[config.mk]
export PLATFORM = sky130hd
export DESIGN_NAME = ppm_frame_scheduler_flat
export DESIGN_NICKNAME = d
export VERILOG_FILES = /design/src/rtl/ppm_frame_scheduler_pkg.sv /design/src/rtl/ppm_frame_scheduler_if.sv /design/src/rtl/ppm_frame_scheduler_us_tick_gen.sv /design/src/rtl/ppm_frame_scheduler.sv /design/src/flat_wrapper.sv
export SDC_FILE = /design/constraint.sdc
export NUM_CORES = 1
export LEC_CHECK = 0
export CAP_MARGIN = 20
export CORE_MARGIN = 3
export CORE_UTILIZATION = 50
export DETAILED_ROUTE_END_ITERATION = 8
export GPL_TIMING_DRIVEN = 1
export PLACE_DENSITY_LB_ADDON = 0.1
export SLEW_MARGIN = 40
export SYNTH_ARGS = -nofsm -noshare
export SYNTH_HDL_FRONTEND = slang
export SYNTH_HIERARCHICAL = 1
export SYNTH_SLANG_ARGS = --single-unit
[constraint.sdc]
create_clock -name clock -period 3.1 [get_ports clock]
set_input_delay 0.62 -clock clock [delete_from_list [all_inputs] [get_ports clock]]
set_output_delay 0.62 -clock clock [all_outputs]
set_load 0.01 [all_outputs]
[src/rtl/ppm_frame_scheduler_pkg.sv]
// Shared constants, state encoding and slot-width helper for the PPM frame scheduler.
package ppm_pkg;

  typedef logic [1:0] chan_t;

  localparam chan_t CH_ROLL  = 2'd0;
  localparam chan_t CH_PITCH = 2'd1;
  localparam chan_t CH_THR   = 2'd2;
  localparam chan_t CH_YAW   = 2'd3;

  localparam logic [7:0] NEUTRAL  = 8'd116;
  localparam logic [7:0] THR_SAFE = 8'd0;

  localparam int SLOT_MIN_US  = 1000;
  localparam int SLOT_STEP_US = 4;
  localparam int V_CLAMP      = 250;

  typedef enum logic [1:0] {
    SEP,
    CHAN,
    END_SEP,
    SYNC
  } state_t;

  // Full slot width in us; clamping keeps the 12-bit result within 1000..2000.
  function automatic logic [11:0] slot_width(input logic [7:0] v);
    logic [7:0] vc;
    vc = (v > 8'(V_CLAMP)) ? 8'(V_CLAMP) : v;
    return 12'(SLOT_MIN_US) + 12'(SLOT_STEP_US) * {4'd0, vc};
  endfunction

endpackage

[src/rtl/ppm_frame_scheduler_if.sv]
// Command inputs from the axis blocks and the PPM-side outputs of the scheduler.
interface ppm_frame_scheduler_if;
  import ppm_pkg::*;

  logic [7:0] roll_mag;
  logic [7:0] pitch_mag;
  logic [7:0] yaw_mag;
  logic [7:0] thr_mag;
  logic       track_valid;
  logic       ppm_out;
  logic       frame_start;
  chan_t      chan_idx;
  logic       failsafe;

  modport master (
    output roll_mag, pitch_mag, yaw_mag, thr_mag, track_valid,
    input  ppm_out, frame_start, chan_idx, failsafe
  );

  modport slave (
    input  roll_mag, pitch_mag, yaw_mag, thr_mag, track_valid,
    output ppm_out, frame_start, chan_idx, failsafe
  );
endinterface

[src/rtl/ppm_frame_scheduler_us_tick_gen.sv]
// Microsecond prescaler: one-cycle tick on the last clock of every CLK_PER_US-cycle period.
module us_tick_gen #(
  parameter int CLK_PER_US = 65
) (
  input  logic clock,
  input  logic reset,
  input  logic en,
  output logic tick
);

  localparam int PW = (CLK_PER_US > 1) ? $clog2(CLK_PER_US) : 1;
  localparam logic [PW-1:0] PRE_MAX = PW'(CLK_PER_US - 1);

  logic [PW-1:0] pre_reg;

  always_ff @(posedge clock) begin
    if (reset) begin
      pre_reg <= '0;
    end else if (en) begin
      pre_reg <= (pre_reg == PRE_MAX) ? '0 : pre_reg + PW'(1);
    end
  end

  assign tick = en && (pre_reg == PRE_MAX);

endmodule

[src/rtl/ppm_frame_scheduler.sv]
// Latches one command set per frame and emits it as a four-channel PPM train,
// substituting safe values after a run of frames without hand tracking.
module ppm_frame_scheduler
  import ppm_pkg::*;
#(
  parameter int         CLK_PER_US = 65,
  parameter int         FRAME_US   = 20000,
  parameter int         SEP_US     = 300,
  parameter logic [7:0] NEUTRAL    = ppm_pkg::NEUTRAL,
  parameter logic [7:0] THR_SAFE   = ppm_pkg::THR_SAFE,
  parameter int         FS_FRAMES  = 25
) (
  input logic                  clock,
  input logic                  reset,
  ppm_frame_scheduler_if.slave bus
);

  localparam int FW = (FRAME_US > 1) ? $clog2(FRAME_US) : 1;
  localparam int CW = $clog2(FS_FRAMES + 1);
  localparam logic [FW-1:0] FRAME_LAST = FW'(FRAME_US - 1);
  localparam logic [11:0]   SEP_LEN    = 12'(SEP_US);
  localparam logic [11:0]   SEP_LAST   = 12'(SEP_US - 1);
  localparam logic [CW-1:0] FS_MAX     = CW'(FS_FRAMES);

  state_t          state_reg, state_next;
  chan_t           chan_reg, chan_next;
  logic [11:0]     slot_cnt_reg, slot_cnt_next;
  logic [FW-1:0]   frame_cnt_reg, frame_cnt_next;
  logic            pending_reg;
  logic            frame_start_reg, frame_start_next;
  logic [CW-1:0]   fs_cnt_reg, fs_cnt_next;
  logic            failsafe_reg, failsafe_next;
  logic [3:0][7:0] live;
  logic [3:0][7:0] lat;
  logic [11:0]     chan_last;
  logic            tick;

  // Timebase is held at phase zero until the first frame starts, so every
  // frame begins exactly on a prescaler boundary.
  us_tick_gen #(
    .CLK_PER_US(CLK_PER_US)
  ) u_tick (
    .clock(clock),
    .reset(reset),
    .en   (!pending_reg),
    .tick (tick)
  );

  always_comb begin
    live           = '0;
    live[CH_ROLL]  = bus.roll_mag;
    live[CH_PITCH] = bus.pitch_mag;
    live[CH_THR]   = bus.thr_mag;
    live[CH_YAW]   = bus.yaw_mag;
  end

  assign chan_last = slot_width(lat[chan_reg]) - SEP_LEN - 12'd1;

  always_comb begin
    state_next       = state_reg;
    chan_next        = chan_reg;
    slot_cnt_next    = slot_cnt_reg;
    frame_cnt_next   = frame_cnt_reg;
    frame_start_next = 1'b0;
    if (pending_reg) begin
      state_next       = SEP;
      chan_next        = CH_ROLL;
      slot_cnt_next    = '0;
      frame_cnt_next   = '0;
      frame_start_next = 1'b1;
    end else if (tick) begin
      frame_cnt_next = frame_cnt_reg + FW'(1);
      case (state_reg)
        SEP: begin
          slot_cnt_next = slot_cnt_reg + 12'd1;
          if (slot_cnt_reg == SEP_LAST) begin
            state_next    = CHAN;
            slot_cnt_next = '0;
          end
        end
        CHAN: begin
          slot_cnt_next = slot_cnt_reg + 12'd1;
          if (slot_cnt_reg == chan_last) begin
            slot_cnt_next = '0;
            if (chan_reg == CH_YAW) begin
              state_next = END_SEP;
            end else begin
              state_next = SEP;
              chan_next  = chan_reg + 2'd1;
            end
          end
        end
        END_SEP: begin
          slot_cnt_next = slot_cnt_reg + 12'd1;
          if (slot_cnt_reg == SEP_LAST) begin
            state_next    = SYNC;
            slot_cnt_next = '0;
          end
        end
        SYNC: begin
          if (frame_cnt_reg == FRAME_LAST) begin
            state_next       = SEP;
            chan_next        = CH_ROLL;
            frame_cnt_next   = '0;
            frame_start_next = 1'b1;
          end
        end
        default: state_next = SEP;
      endcase
    end
  end

  always_ff @(posedge clock) begin
    if (reset) begin
      state_reg       <= SEP;
      chan_reg        <= CH_ROLL;
      slot_cnt_reg    <= '0;
      frame_cnt_reg   <= '0;
      pending_reg     <= 1'b1;
      frame_start_reg <= 1'b0;
    end else begin
      state_reg       <= state_next;
      chan_reg        <= chan_next;
      slot_cnt_reg    <= slot_cnt_next;
      frame_cnt_reg   <= frame_cnt_next;
      pending_reg     <= 1'b0;
      frame_start_reg <= frame_start_next;
    end
  end

  // The latch below consumes failsafe_next, so recovery applies to the very
  // frame in which tracking is seen again.
  always_comb begin
    if (bus.track_valid) begin
      fs_cnt_next = '0;
    end else if (fs_cnt_reg == FS_MAX) begin
      fs_cnt_next = fs_cnt_reg;
    end else begin
      fs_cnt_next = fs_cnt_reg + CW'(1);
    end
    failsafe_next = (fs_cnt_next == FS_MAX);
  end

  always_ff @(posedge clock) begin
    if (reset) begin
      fs_cnt_reg   <= '0;
      failsafe_reg <= 1'b0;
    end else if (frame_start_reg) begin
      fs_cnt_reg   <= fs_cnt_next;
      failsafe_reg <= failsafe_next;
    end
  end

  genvar gi;
  for (gi = 0; gi < 4; gi++) begin : g_lat
    localparam logic [7:0] SAFE_V = (gi == int'(CH_THR)) ? THR_SAFE : NEUTRAL;
    logic [7:0] val_reg;

    always_ff @(posedge clock) begin
      if (reset) begin
        val_reg <= SAFE_V;
      end else if (frame_start_reg) begin
        val_reg <= failsafe_next ? SAFE_V : live[gi];
      end
    end

    assign lat[gi] = val_reg;
  end

  assign bus.ppm_out     = pending_reg || (state_reg == CHAN) || (state_reg == SYNC);
  assign bus.frame_start = frame_start_reg;
  assign bus.chan_idx    = chan_reg;
  assign bus.failsafe    = failsafe_reg;

endmodule

[src/flat_wrapper.sv]
// flat-port wrapper written by rule: the top's interface ports become plain ports
module ppm_frame_scheduler_flat import ppm_pkg::*;
#(
  parameter int         CLK_PER_US = 65,
  parameter int         FRAME_US   = 20000,
  parameter int         SEP_US     = 300,
  parameter logic [7:0] NEUTRAL    = ppm_pkg::NEUTRAL,
  parameter logic [7:0] THR_SAFE   = ppm_pkg::THR_SAFE,
  parameter int         FS_FRAMES  = 25
)
  (clock, reset, bus_roll_mag, bus_pitch_mag, bus_yaw_mag, bus_thr_mag, bus_track_valid, bus_ppm_out, bus_frame_start, bus_chan_idx, bus_failsafe);
  ppm_frame_scheduler_if bus_i ();
  input logic clock;
  input logic reset;
  input wire logic [$bits(bus_i.roll_mag)-1:0] bus_roll_mag;
  input wire logic [$bits(bus_i.pitch_mag)-1:0] bus_pitch_mag;
  input wire logic [$bits(bus_i.yaw_mag)-1:0] bus_yaw_mag;
  input wire logic [$bits(bus_i.thr_mag)-1:0] bus_thr_mag;
  input wire logic [$bits(bus_i.track_valid)-1:0] bus_track_valid;
  output wire logic [$bits(bus_i.ppm_out)-1:0] bus_ppm_out;
  output wire logic [$bits(bus_i.frame_start)-1:0] bus_frame_start;
  output wire logic [$bits(bus_i.chan_idx)-1:0] bus_chan_idx;
  output wire logic [$bits(bus_i.failsafe)-1:0] bus_failsafe;
  assign bus_i.roll_mag = bus_roll_mag;
  assign bus_i.pitch_mag = bus_pitch_mag;
  assign bus_i.yaw_mag = bus_yaw_mag;
  assign bus_i.thr_mag = bus_thr_mag;
  assign bus_i.track_valid = bus_track_valid;
  assign bus_ppm_out = bus_i.ppm_out;
  assign bus_frame_start = bus_i.frame_start;
  assign bus_chan_idx = bus_i.chan_idx;
  assign bus_failsafe = bus_i.failsafe;
  ppm_frame_scheduler #(.CLK_PER_US(CLK_PER_US), .FRAME_US(FRAME_US), .SEP_US(SEP_US), .NEUTRAL(NEUTRAL), .THR_SAFE(THR_SAFE), .FS_FRAMES(FS_FRAMES)) u_core (.clock(clock), .reset(reset), .bus(bus_i));
endmodule
======== Word level (Yosys, flattened, before mapping) ========
Index checks and enable logic that the tools add are counted.
word-level totals
  register bits ........................... 78
  input port bits ......................... 35
  output and inout bits ................... 5
cells by class
  $add $sub $neg .......................... 8
  order comparisons ....................... 2
  eq/ne operators ......................... 15
  multiplexer cells ....................... 29
  reductions and logical operators ........ 12
operators with widths
  kind                                                                    count
  8-bit 2-to-1 mux                                                        6
  15-bit 2-to-1 mux                                                       2
  12-bit 2-to-1 mux                                                       2
  12-bit case mux with 2 select lines                                     1
  8-bit binary-select mux with 2-bit select                               1
  15-bit by 1-bit adder with 15-bit output, second input constant         1
  15-bit equality test, second input constant                             1
  2-bit 2-to-1 mux                                                        7
  12-bit by 1-bit adder with 12-bit output, second input constant         1
  12-bit equality test                                                    1
  12-bit by 9-bit equality test with 1-bit output, second input constant  1
  12-bit by 1-bit subtractor with 12-bit output, second input constant    1
  12-bit by 9-bit subtractor with 12-bit output, second input constant    1
  10-bit by 10-bit adder with 11-bit output, first input constant         1
  5-bit equality test, second input constant                              2
  5-bit 2-to-1 mux                                                        2
  5-bit AND reduction                                                     2
  8-bit > comparator, second input constant                               1
  2-bit by 1-bit != test with 1-bit output, second input constant         4
  2-bit case mux with 4 select lines                                      1
  7-bit by 1-bit adder with 7-bit output, second input constant           1
  7-bit equality test, second input constant                              1
  7-bit 2-to-1 mux                                                        1
  2-bit equality test, second input constant                              3
  14 further kinds                                                        21

======== Longest topological paths before layout ========
  word-level depth ........................ 10
  depth in mapped cells ................... 14

======== Cells and area by module ========
Netlist, hierarchy kept.
modules (own cells, without submodules)
  module               instances  cells each  area an instance (um^2)  seq. area each (um^2)
  ppm_frame_scheduler  1          421         3686.0                   1421.4
  us_tick_gen          1          37          341.6                    140.1

======== Worst setup path before layout ========
No wires, ideal clock.
  path kind ............................... register to register
  from .................................... reg u_core.chan_reg[0] (netlist: u_core/bus.chan_idx[0])
  to ...................................... reg u_core.slot_cnt_reg[10]
  library setup time ...................... 0.138 ns
  arrival ................................. 3.013 ns
  required time ........................... 2.962 ns
  slack ................................... -0.052 ns
  stages on the path, launching flop included .. 14
  path buffers ............................ 2
  cell sequence ........................... dfxtp_1 > buf_6 > mux4_2 > and2_1 > a31oi_2 > ha_1 > inv_1 > o21ai_1 > xnor2_1 > nor3_2 > and3_4 > nor3b_4 > buf_6 > a21oi_2
on the way
  longest elaborated chain between the ends .. 10
RTL lines
  item                                               line                           text
  start, declared                                    ppm_frame_scheduler.sv:26      chan_t chan_reg, chan_next;
  start signal, assigned                             ppm_frame_scheduler.sv:123     chan_reg <= chan_next;
  8-bit binary-select mux with 2-bit select (*)      ppm_frame_scheduler.sv:57      assign chan_last = slot_width(lat[chan_reg]) - SEP_LEN - 12'd1;
  8-bit 2-to-1 mux (implied by the code) (*)         ppm_frame_scheduler.sv:57
  8-bit > comparator                                 ppm_frame_scheduler_pkg.sv:28  vc = (v > 8'(V_CLAMP)) ? 8'(V_CLAMP) : v;
  8-bit 2-to-1 mux (*)                               ppm_frame_scheduler_pkg.sv:28
  10-bit by 10-bit adder with 11-bit output (*)      ppm_frame_scheduler_pkg.sv:29  return 12'(SLOT_MIN_US) + 12'(SLOT_STEP_US) * {4'd0, vc};
  12-bit by 9-bit subtractor with 12-bit output (*)  ppm_frame_scheduler.sv:57
  12-bit by 1-bit subtractor with 12-bit output (*)  ppm_frame_scheduler.sv:57
  12-bit equality test (*)                           ppm_frame_scheduler.sv:83      if (slot_cnt_reg == chan_last) begin
  12-bit 2-to-1 mux (*)                              ppm_frame_scheduler.sv:83
  12-bit case mux with 2 select lines (*)            ppm_frame_scheduler.sv:73      case (state_reg)
  end signal, assigned                               ppm_frame_scheduler.sv:124     slot_cnt_reg <= slot_cnt_next;
  end, declared                                      ppm_frame_scheduler.sv:27      logic [11:0] slot_cnt_reg, slot_cnt_next;
Mark *: on every way between the ends. The rest lies on a longest branch, timed or not. The select of a mux whose other input is x is not followed.
A chain may end at the register's enable or synchronous reset.

======== Worst setup path after layout ========
  from .................................... reg u_core.chan_reg[0] (netlist: u_core/bus.chan_idx[0])
  to ...................................... reg u_core.slot_cnt_reg[5]
Same word-level chain as after synthesis.

==> flow_summary.json <==
{
  "cp_max_fo": 8,
  "crit_family": "simple AND/OR/NAND/NOR gates",
  "numCtsBuffers": 9,
  "antenna_left": 0,
  "cp-end-kind": "flip-flop",
  "worst-path-buf-inv": 3,
  "synth_fp_nets": 501,
  "yosysSeqAreaShare": 0.3877,
  "start_util": 0.5185,
  "layout_setup_ws_ns": 0.09129,
  "place_hpwl_um": 6314,
  "critPathKind": "reg -> reg",
  "synth-main-ff-cell": "dfxtp_1",
  "wl_per_cell_um": 14.09,
  "pre_cts_slack_ns": -0.1200,
  "postSynthAreaPerCell_um2": 8.794,
  "slowest_delay_ns": 0.52,
  "drive_above_1_share": 0.1590,
  "clock_sinks": 78,
  "viasPerCell": 5.397,
  "route.detailed.drc": 0,
  "hp-class": "reg -> reg",
  "htree_levels": 3,
  "vias": 3368,
  "finalHoldViolations": 0,
  "synth_area_um2": 4028,
  "areaGrowthSynthToFinish_pct": 22.43,
  "p_leak_nw": 1.758,
  "async_flop_share": 0,
  "grt_overflow": 0,
  "grt_pass1_vias": 3316,
  "clk_latency_ns": 0.34,
  "cts_tree": "yes",
  "setup_tns_ns": 0,
  "postCtsHoldBufs": 0,
  "grt_max_degree": 59,
  "cp-start-kind": "flip-flop",
  "grt_pass1_wl_um": 14800,
  "cp_cell_sequence": "buf_4 > mux4_2 > and2_4 > a31oi_4 > ha_4 > inv_1 > o21ai_2 > xnor2_1 > nor3_2 > and3_4 > nor3b_4 > buf_6 > a21oi_2",
  "peakVddDrop_mv": 0.2496,
  "syn_inst": 458,
  "boundaryPins": 40,
  "rows": 32,
  "largest_reg_flops": 32,
  "synth_edf_count": 0,
  "fmax_ghz": 0.3324,
  "slew_headroom": 0.6154,
  "clk_path_buf_depth": 2,
  "critPathRequiredTime_ns": 3.34,
  "antenna_found_initial": 0,
  "wl_um": 8792,
  "worst_slew_pin_slew_ns": 0.5769,
  "die_w_um": 95.75,
  "grt_use_total": 0.2035,
  "path_clk_slew_ns": 0.08,
  "synth_warnings": 6,
  "drv_cap": 0,
  "synth_cell_types": 55,
  "slew_violations": 0,
  "fin_crit_sh": 0.9706,
  "crit_path_top_delay_cell": "mux4_2",
  "finalCriticalPeriod_ns": 3.009,
  "die_h_um": 95.75,
  "drtIter0Drc": 159,
  "cts_root_buf": "clkbuf_8",
  "p_per_area_nw_per_um2": 407.5,
  "dr.pass1.iters": 4,
  "core-area_um2": 7767,
  "globalplace.congestion": 0.8669,
  "nets": 560,
  "antenna_cells": 0,
  "skew_ns": 0.007846,
  "finalSetupViolations": 0,
  "rsz0062_at_grt": "true",
  "dieArea_um2": 9168,
  "synth-seq-cells": 78,
  "outcome": "finished clean",
  "numPortBuffers": 39,
  "cp.arrival_ns": 3.25
}
## Yosys cell counts, types with 2 or more instances
cell type  instances  area, µm²
nor3_2             2      20.02
buf_6              2      22.52
a21oi_1           32      160.2
nand3b_1           4      30.03
xor2_1            18      157.7
and3_1             9      56.30
dfxtp_1           78       1562
nand4_1            9      56.30
buf_1              3      11.26
nand2b_1          20      125.1
mux2i_1           17      170.2
inv_1             13      48.80
ha_1               8      100.1
o21ai_0            9      45.04
o21ai_1            3      15.01
clkbuf_1          15      56.30
and2_1             2      12.51
nor4_1             2      12.51
o211ai_1           2      15.01
buf_2              2      10.01
nand4b_1           3      26.28
nand3_1           43      215.2
a211oi_1           2      15.01
nor3_1             7      35.03
or3_1              3      18.77
nand2_1           43      161.4
nor2_1            44      165.2
a21oi_2            9      78.83
mux4_2             7      157.7
o2111ai_1          3      26.28
xnor2_1           18      157.7
nor4b_1            3      26.28
## kinds of logic (layout without fill, tap and decap cells)
| group | after synthesis | after routing | share of synthesized area |
|---|---|---|---|
| buf+inv | 35 | 99 | 0.03697 |
| flops | 78 | 78 | 0.3877 |
| xor+xnor | 36 | 36 | 0.07828 |
| simple gates | 205 | 205 | 0.2662 |
| mux | 25 | 25 | 0.08792 |
| fa+ha+maj | 8 | 8 | 0.02485 |
| compound gates | 71 | 71 | 0.1180 |
## what timing repair did
action	4_1_cts	5_1_grt
buffers inserted	4	3
pin swaps	6	16
setup endpoints to repair	13	15
resized for setup	8	5
## through the flow
step	power [mW]	instances	hold WS (ns)	util	cell area (µm²)
2_1_floorplan	1.175	458	0.4325	-	4029
3_3_place_gp	1.257	601	0.4593	0.5958	4628
3_5_place_dp	1.260	601	0.4578	0.5958	4628
4_1_cts	2.028	621	0.4729	0.6281	4878
5_1_grt	2.100	624	0.4965	0.6348	4931
6_report	2.009	624	0.4698	0.6348	4931
## layer usage
metal / vias up / share of wire / wire length (µm) / global-route usage
met1: 1581 / 0.48 / 4213 / 0.2637
met5: - / 0 / 0 / 0
met4: 0 / 0.012 / 104 / 0.08057
met3: 8 / 0.033 / 288 / 0.03284
met2: 48 / 0.48 / 4184 / 0.3387
li1: 1731 / - / - / -
## worst paths after layout
kind	startpoint	to	slack (ns)	cells after the start
worst max-delay path	u_core/bus.chan_idx[0]$_SDFFE_PP0P_	u_core/slot_cnt_reg[5]$_SDFFE_PP0P_	0.09	13
worst min-delay path	u_core/g_lat[3].val_reg[0]$_SDFFE_PP0P_	u_core/g_lat[3].val_reg[0]$_SDFFE_PP0P_	0.47	2
worst max register to register	u_core/bus.chan_idx[0]$_SDFFE_PP0P_	u_core/slot_cnt_reg[5]$_SDFFE_PP0P_	0.09	13
worst min register to register	u_core/g_lat[3].val_reg[0]$_SDFFE_PP0P_	u_core/g_lat[3].val_reg[0]$_SDFFE_PP0P_	0.47	2
## worst reg2reg max path, cell delays in order (launching register included)
cell     delay [ns]
dfxtp_4        0.40
buf_4          0.12
mux4_2         0.52
and2_4         0.18
a31oi_4        0.20
ha_4           0.17
inv_1          0.05
o21ai_2        0.19
xnor2_1        0.11
nor3_2         0.22
and3_4         0.22
nor3b_4        0.26
buf_6          0.19
a21oi_2        0.06
## where the power goes
part,switching [mW],total [mW],internal (mW)
Clock,0.372,0.763,0.391
Sequential,0.0166,1.04,1.03
Combinational,0.0923,0.204,0.112
Total,0.481,2.01,1.53
## cell type report
class / instances / area (µm²)
repair buffers: 70 / 630.6
clock buffers: 10 / 137.6
well taps: 102 / 127.6
fillers: 675 / 2836
clock inverters: 6 / 61.31
inverters: 13 / 48.80
multi-input cells: 345 / 2357
flip-flops and latches: 78 / 1568
## placed cells by master, fill, tap and decap left out, types with 3 or more instances in the layout
master,count
a21oi_1,32
a21oi_2,9
and3_1,8
buf_4,29
clkbuf_8,10
clkdlybuf4s50_1,39
clkinv_2,3
dfxtp_1,75
ha_1,7
inv_1,13
mux2i_1,17
mux4_2,8
nand2_1,43
nand2b_1,20
nand3_1,43
nand3b_1,4
nand4_1,9
nand4b_1,3
nor2_1,44
nor3_1,7
nor4b_1,3
o2111ai_1,3
o21ai_0,9
or3_1,3
xnor2_1,18
xor2_1,17
Note: power is estimated with default switching activity, not from simulation.
